===== src/rtl/coin_collector_chg.sv =====
// coin_collector_chg: vending-machine coin collector with configurable price.
// Accumulates credit from 2-bit coin codes, holds done until the dispense unit
// acknowledges, then returns any surplus (or the whole credit on cancel) as
// one 25p change_pulse per cycle. All outputs come straight from flops.
module coin_collector_chg #(
    parameter int PRICE      = 100,
    parameter int MAX_CREDIT = 175,
    parameter int CW         = 8
) (
    input  logic          clock,
    input  logic          reset,
    input  logic [1:0]    coin,
    input  logic          cancel,
    input  logic          vend_ack,
    output logic          done,
    output logic [CW-1:0] credit,
    output logic          change_pulse,
    output logic          refunding,
    output logic          coin_reject,
    output logic          busy
);

    typedef enum logic [2:0] {
        IDLE,
        COLLECT,
        VEND,
        CHANGE,
        REFUND
    } state_t;

    // The sum is formed one bit wider than the credit register so an
    // overflowing coin can be detected instead of wrapping.
    localparam logic [CW:0]   PRICE_WIDE   = (CW+1)'(PRICE);
    localparam logic [CW:0]   MAX_WIDE     = (CW+1)'(MAX_CREDIT);
    localparam logic [CW-1:0] PRICE_NARROW = CW'(PRICE);
    localparam logic [CW-1:0] CHANGE_STEP  = CW'(25);
    localparam logic [CW:0]   COIN_25      = (CW+1)'(25);
    localparam logic [CW:0]   COIN_50      = (CW+1)'(50);
    localparam logic [CW:0]   COIN_100     = (CW+1)'(100);

    state_t        state;
    state_t        state_next;
    logic [CW-1:0] credit_next;
    logic          done_next;
    logic          change_pulse_next;
    logic          refunding_next;
    logic          coin_reject_next;
    logic          busy_next;

    logic [CW:0]   coin_value;
    logic [CW:0]   credit_sum;
    logic          coin_valid;
    logic          coin_accepted;

    // Translate the coin code into its value in paise.
    always_comb begin
        coin_value = '0;
        case (coin)
            2'b00:   coin_value = COIN_25;
            2'b01:   coin_value = COIN_50;
            2'b10:   coin_value = COIN_100;
            default: coin_value = '0;
        endcase
    end

    assign coin_valid = (coin != 2'b11);
    assign credit_sum = {1'b0, credit} + coin_value;

    // A coin is credited only while collecting, only if it fits under the
    // credit ceiling, and never on the same edge as a cancel in COLLECT.
    // In IDLE cancel has nothing to refund, so it does not block a coin.
    assign coin_accepted = coin_valid
                         && (credit_sum <= MAX_WIDE)
                         && ((state == IDLE) || ((state == COLLECT) && !cancel));

    // Register the state, the credit and every output.
    always_ff @(posedge clock) begin
        if (reset) begin
            state        <= IDLE;
            credit       <= '0;
            done         <= 1'b0;
            change_pulse <= 1'b0;
            refunding    <= 1'b0;
            coin_reject  <= 1'b0;
            busy         <= 1'b0;
        end else begin
            state        <= state_next;
            credit       <= credit_next;
            done         <= done_next;
            change_pulse <= change_pulse_next;
            refunding    <= refunding_next;
            coin_reject  <= coin_reject_next;
            busy         <= busy_next;
        end
    end

    // Next state and next credit: collect, vend, then pay out in 25p steps.
    always_comb begin
        state_next  = state;
        credit_next = credit;
        case (state)
            IDLE, COLLECT: begin
                if ((state == COLLECT) && cancel) begin
                    state_next = REFUND;
                end else if (coin_accepted) begin
                    credit_next = credit_sum[CW-1:0];
                    state_next  = (credit_sum >= PRICE_WIDE) ? VEND : COLLECT;
                end
            end
            VEND: begin
                if (vend_ack) begin
                    credit_next = credit - PRICE_NARROW;
                    state_next  = (credit == PRICE_NARROW) ? IDLE : CHANGE;
                end
            end
            CHANGE, REFUND: begin
                if (credit == '0) begin
                    state_next = IDLE;
                end else begin
                    credit_next = credit - CHANGE_STEP;
                end
            end
            default: begin
                state_next  = IDLE;
                credit_next = '0;
            end
        endcase
    end

    // Next output values, derived from the transition being taken.
    always_comb begin
        done_next         = (state_next == VEND);
        busy_next         = !((state_next == IDLE) || (state_next == COLLECT));
        refunding_next    = (state_next == REFUND);
        change_pulse_next = ((state == CHANGE) || (state == REFUND)) && (credit != '0);
        coin_reject_next  = coin_valid && !coin_accepted;
    end

endmodule


===== config.mk =====
export PLATFORM = sky130hd
export DESIGN_NAME = coin_collector_chg
export DESIGN_NICKNAME = d
export VERILOG_FILES = /design/src/rtl/coin_collector_chg.sv
export SDC_FILE = /design/constraint.sdc
export NUM_CORES = 1
export LEC_CHECK = 0
export CELL_PAD_IN_SITES_DETAIL_PLACEMENT = 1
export CELL_PAD_IN_SITES_GLOBAL_PLACEMENT = 1
export CORE_MARGIN = 2
export CORE_UTILIZATION = 41
export DETAILED_ROUTE_END_ITERATION = 12
export PLACE_DENSITY = 0.86
export SLEW_MARGIN = 15
export SYNTH_ARGS = -nofsm -noshare
export SYNTH_HDL_FRONTEND = slang
export SYNTH_SLANG_ARGS = --single-unit

===== constraint.sdc =====
create_clock -name clock -period 3.9 [get_ports clock]
set_clock_uncertainty 0.05 [all_clocks]
set_input_delay 0.39 -clock clock [delete_from_list [all_inputs] [get_ports clock]]
set_output_delay 0.39 -clock clock [all_outputs]
set_load 0.02 [all_outputs]

==> run metrics, run 1 <==
H-Tree Depth=1; Crit path largest cell delay=530 ps; most frequent CP cell=ha_1; initial antenna violation count=0; Die Height=between 60 and 70 µm; Worst setup endpoint=credit[2]; Placement Rows=22; Final nets=around 240; RR Startpoint=credit[0]; Slew HR=between 60 and 70%; fill count=around 470; pin count of the biggest net entering global routing=15; Buf/Inv on CP=2; count of flip-flops with a built-in enable after synthesis=0; fin crit period=3570 ps; Syn Nets=approximately 220; WHS=around 580 ps; Critical Path RT=4000 ps; Worst setup SP type=primary input; FF-to-FF path depth=9; Starting DRT DRC Count=99; via total after detailed routing=between 1500 and 2000; status=complete, no violations; CTS tree=done; vias in the first global route=approximately 1600; Slew Limit Fails=0; Peak VDD IR=between 300 and 400 µV; die width=about 66 µm; CP arrival=about 3700 ps; GRT Util Overall=22.9%; Setup TNS Final=0 ps; critical path launch point=coin[0]; drt first pass iters=4; sequential cell area fraction in the yosys report=roughly 20%; commonest cells in the netlist=20 x nor2_1, 18 x ha_1, 18 x inv_1; post-route ant nets=0; Synth Instances=slightly below 200; RR Endpoint=credit[2]; Synth async-reset ratio=0%; share of cells above drive strength 1=under 10%; Synth area leaders=dfxtp_1 21%, ha_1 14%, nor2_1 4.8%, xnor2_1 4.5%, inv_1 4.3%; cell area power density=826 mW/mm²; pre-CTS setup slack=around 47 ps; Lkg Pwr=between 0.7 and 0.8 nW; CTS clock-pin slew for the worst setup and hold paths=~70 ps; placed instance area=roughly 0.0018 mm²; CP Class=in -> reg; largest area contributor in the netlist=dfxtp_1; Crit Path Max Fanout=6; grt ovf=0; CP Capture Type=register; DRC violations left=0; syn avg cell area=between 7 and 8 µm²; Synth Flop Type=dfxtp_1; CTS Buffer Depth=2; reported max-cap violation count=0; CTS sink count=16; area share of the leading cell type in the synthesized netlist=between 20% and 30%; flop2flop setup slack=~900 ps; worst skew pair latency=260 ps; DIE AREA=between 0.004 and 0.005 mm²; synth warn=0; Cell Area, Synth=0.00156 mm²; Hold WC Path Type=reg -> reg; final instance area=0.00183 mm²; I/O pin count=19; Worst path depth=12; vias per cell=5.83; Post-DP HPWL=3510 µm; PortBufs=18; Root Buffer=clkbuf_8; global-route wire length before repair=7630 µm; measured slew at the worst slew-check pin=584 ps; final worst slack=about 330 ps; wire length per cell=between 15 and 20 µm; gpl congestion=between 0.8 and 0.9; Worst path top cell family by delay=compound AO/OA/AOI/OAI gates; hold depth=2; Ant. Diodes=0; Synth Register Bits=16; Slowest cell on crit path=clkdlybuf4s50_1; final WL=~4500 µm; fmax=approximately 280 MHz; RSZ-0062 raised after global routing=no; placeable core region=between 0.003 and 0.004 mm²; Post-CTS Setup Bufs=0; worst-path cell chain=clkdlybuf4s50_1 > inv_1 > ha_1 > ha_1 > fa_1 > a211oi_2 > o211ai_2 > a2111o_1 > a211o_1 > nand3_2 > nand2b_4 > o311a_1; most common cell in the netlist=nor2_1; Layout area overhead=17.9%; fin crit share=between 90% and 100%; post-cts sizing count=0; TritonCTS Buffers=3; hold_buf cts=0; Initial Util=a little over two fifths; final setup vio count=0; Yosys cell types=50; Final Hold Viols=0
==> cells in the final DEF (no fill, tap or decap), drive strengths merged, types with 5 or more instances in the layout <==
cell           synthesis  layout
o211ai                 5       5
nand2b                 5       5
clkdlybuf4s50          0      18
nand2                 10      10
xor2                   5       5
a21oi                 12      12
ha                    18      18
dfxtp                 16      16
o21ai                 11      11
a211oi                 5       5
nor2                  20      20
inv                   18      18
nor3                   8       8
xnor2                  8       8
==> cells by family after synthesis <==
group | synth area share (%)
and+or+nand+nor | 20.4
buffers and inverters | 5.87
muxes | 1.37
AOI/OAI and AO/OA | 28.6
xor gates and xnor gates | 7.32
DFF | 20.6
adders and majority gates | 15.8
==> state kept, by name, summed over array words and instances (netlist names) <==
signal        cells
done              1
coin_reject       1
busy              1
credit            8
state             3
refunding         1
change_pulse      1
==> per-layer routing <==
layer	vias to the layer above	part of all wire [%]	global-route usage (%)
met5	-	0	0
met4	0	1.7	7.29
met3	9	5.2	3.94
met2	43	46	39.9
met1	720	47	28.7
li1	750	-	-
==> worst min-delay path by stage <==
stage	start	endpoint	slack, ps
after floorplan	reset	change_pulse	520
after global placement	credit[0]	credit[0]	540
after detailed placement	credit[0]	credit[0]	560
after CTS	credit[0]	credit[0]	570
after global routing	credit[0]	credit[0]	610
final	credit[6]	credit[6]	580
==> power breakdown <==
part / switching [mW] / internal [mW] / total (mW)
Sequential: 0.0883 / 0.219 / 0.308
Clock: 0.0614 / 0.0898 / 0.151
Combinational: 0.605 / 0.451 / 1.06
==> worst register-to-register path: stages (launching register included) <==
cell and delay, ps:
dfxtp_1 370, ha_1 270, fa_1 450, a211oi_2 310, o211ai_2 140, a2111o_1 380, a211o_1 310, nand3_2 160
nand2b_4 90, o311a_1 340
==> area by class of cell <==
| class | instances | area (µm²) | area share [%] |
|---|---|---|---|
| inverters | 18 | 67.6 | 3.68 |
| clock buffers | 4 | 55.1 | 3.00 |
| repair buffers | 19 | 188 | 10.2 |
| flip-flops and latches | 16 | 320 | 17.5 |
| multi-input cells | 156 | 1140 | 62.3 |
| well taps | 48 | 60.1 | 3.27 |
==> metrics by stage <==
stage / power [mW] / utilization (%) / instances
after CTS: 1.51 / 50.1 / 261
after global placement: 1.33 / 48.6 / 257
after detailed placement: 1.34 / 48.6 / 257
after global routing: 1.64 / 50.1 / 261
final: 1.51 / 50.1 / 261
after floorplan: 1.05 / - / 196
Note: power is estimated with default switching activity, not from simulation.
==> run 2, diff against run 1 <==
--- a/config.mk
+++ b/config.mk
@@ -9,7 +9,9 @@
 export CELL_PAD_IN_SITES_GLOBAL_PLACEMENT = 1
 export CORE_MARGIN = 2
 export CORE_UTILIZATION = 41
+export CTS_BUF_LIST = sky130_fd_sc_hd__clkbuf_16
 export DETAILED_ROUTE_END_ITERATION = 12
+export HOLD_SLACK_MARGIN = 0.03
 export PLACE_DENSITY = 0.86
 export SLEW_MARGIN = 15
 export SYNTH_ARGS = -nofsm -noshare
==> run metrics, run 2 (synthesis gave the netlist of run 1 again) <==
Crit Path Max Fanout=5 (was 6); Initial Util=42.5% (unchanged); CP Capture Type=register (unchanged); final setup vio count=0 (unchanged); H-Tree Depth=1 (unchanged); max reg flops=8 (unchanged); I/O pin count=19 (unchanged); wire length per cell=17.5 µm (was 17.4 µm); vias in the first global route=1574 (was 1559); Starting DRT DRC Count=100 (was 99); Net Sw Frac=48.6% (was 49.8%); Ant. Diodes=0 (unchanged); CTS tree=done (unchanged); largest reg by FF count=credit (unchanged); flop2flop setup slack=890 ps (was 910 ps); measured slew at the worst slew-check pin=565 ps (was 584 ps); DIE AREA=0.00430 mm² (unchanged); CTS Buffer Depth=2 (unchanged); Finished Layout Cells=261 (unchanged); Buf/Inv on CP=2 (unchanged); Worst path top cell family by delay=compound AO/OA/AOI/OAI gates (unchanged); worst skew pair latency=250 ps (was 260 ps); Die Height=65.6 µm (unchanged); Setup TNS Final=0 ps (unchanged); PortBufs=18 (unchanged); biggest regs=credit (8), state (3) (unchanged); Psw=0.764 mW (was 0.754 mW); WHS=576 ps (was 575 ps); post-cts sizing count=0 (unchanged); CTS sink count=16 (unchanged); fill count=461 (was 465); Slew HR=62.2% (was 60.9%); Layout area overhead=19.5% (was 17.9%); register area=320 µm² (unchanged); share of cells above drive strength 1=6.10% (was 6.57%); Combinational Power Share=67.5% (was 69.7%); GRT Util Overall=22.9% (about the same); CP arrival=3660 ps (was 3670 ps); fin crit period=3600 ps (was 3570 ps); via total after detailed routing=1559 (was 1522); Peak VDD IR=357 µV (was 382 µV); vias per cell=5.97 (was 5.83); CTS clock-pin slew for the worst setup and hold paths=50 ps (was 70 ps); placeable core region=0.00366 mm² (unchanged); Slew Limit Fails=0 (unchanged); hold_buf cts=0 (unchanged); cell area power density=846 mW/mm² (was 826 mW/mm²); Sequential Power Share=19.5% (was 20.3%); Hold WC Path Type=reg -> reg (unchanged); grt ovf=0 (unchanged); Worst setup SP type=primary input (unchanged); final WL=4560 µm (was 4540 µm); placed insts=257 (unchanged); commonest non-fill, non-tap cells in the layout=20 x nor2_1, 18 x inv_1, 18 x ha_1, 18 x clkdlybuf4s50_1, 16 x dfxtp_1 (unchanged); most common cell after layout, fill and taps aside=nor2_1 (unchanged); status=complete, no violations (unchanged); pin count of the biggest net entering global routing=15 (unchanged); Post-DP HPWL=3510 µm (unchanged); clock share of power=12.9% (was 10.0%); initial antenna violation count=0 (unchanged); Pint=0.807 mW (was 0.760 mW); Final Hold Viols=0 (unchanged); die width=65.6 µm (unchanged); Placement Rows=22 (unchanged); worst-path cell chain=clkdlybuf4s50_1 > inv_1 > ha_1 > ha_1 > fa_1 > a211oi_2 > o211ai_2 > a2111o_1 > a211o_1 > and3_4 > nor4_1 > nor3_1 (was clkdlybuf4s50_1 > inv_1 > ha_1 > ha_1 > fa_1 > a211oi_2 > o211ai_2 > a2111o_1 > a211o_1 > nand3_2 > nand2b_4 > o311a_1); DRC violations left=0 (unchanged); RSZ-0062 raised after global routing=no (unchanged); Crit path largest cell delay=530 ps (about the same); gpl congestion=0.866 (unchanged); TritonCTS Buffers=3 (unchanged); CP Class=in -> reg (unchanged); reported max-cap violation count=0 (unchanged); Root Buffer=clkbuf_16 (was clkbuf_8); Critical Path RT=3970 ps (was 4000 ps); Util after Layout=50.8% (was 50.1%); multi-input logic area=0.00114 mm² (unchanged); most frequent CP cell=ha_1 (unchanged); Final nets=239 (unchanged); fin crit share=92.2% (was 91.6%); post-route ant nets=0 (unchanged); drt first pass iters=6 (was 4); Slowest cell on crit path=clkdlybuf4s50_1 (unchanged); Post-CTS Setup Bufs=0 (unchanged); fmax=278 MHz (was 280 MHz); Lkg Pwr=0.792 nW (was 0.782 nW); global-route wire length before repair=7720 µm (was 7630 µm)
## run 2: changes by cell type in the layout (fill, tap and decap cells not counted), sizes merged
cell and delta:
clkbuf -1, clkinv +1
## run 2: worst reg2reg max path, delay by kind of cell (launching register included)
kind / cells / cell delay, ps
AOI/OAI and AO/OA: 4 / 1160
and+or+nand+nor: 3 / 580
DFF: 1 / 360
adders and majority gates: 2 / 720
## run 2: metal layers
layer | up-vias | routed length, µm | global-route usage [%]
li1 | 752 | - | -
met1 | 742 | 2130 | 29.5
met2 | 56 | 2080 | 40.2
met3 | 9 | 267 | 3.60
met4 | 0 | 81 | 4.69
met5 | - | 0 | 0
## run 2: final timing paths
| check | startpoint | endpoint | cells past startpoint |
|---|---|---|---|
| worst max-delay path | coin[0] | credit[1] | 12 |
| worst max register to register | credit[0] | credit[1] | 9 |
| worst min-delay path | credit[6] | credit[6] | 2 |
| worst min register to register | credit[6] | credit[6] | 2 |
## run 2: layout make-up
cell class / instances / share of cell area (%)
clock buffers: 3 / 4.04
clock inverters: 1 / 0.202
inverters: 18 / 3.64
multi-input cells: 156 / 61.5
flip-flops and latches: 16 / 17.2
well taps: 48 / 3.23
repair buffers: 19 / 10.1
## run 2: power by group through the flow
stage,Clock [mW],Sequential [mW],Combinational [mW]
final,0.203,0.307,1.06
after detailed placement,0,0.310,1.03
after global placement,0,0.309,1.02
after floorplan,0,0.326,0.722
after CTS,0.205,0.307,1.05
after global routing,0.212,0.317,1.18
## run 2: per-stage QoR
stage / power, mW / area, µm² / setup WS (ps)
2_1_floorplan: 1.05 / 1560 / 872
3_3_place_gp: 1.33 / 1780 / 164
3_5_place_dp: 1.34 / 1780 / 47.1
4_1_cts: 1.56 / 1860 / 291
5_1_grt: 1.71 / 1860 / 125
6_report: 1.57 / 1860 / 303
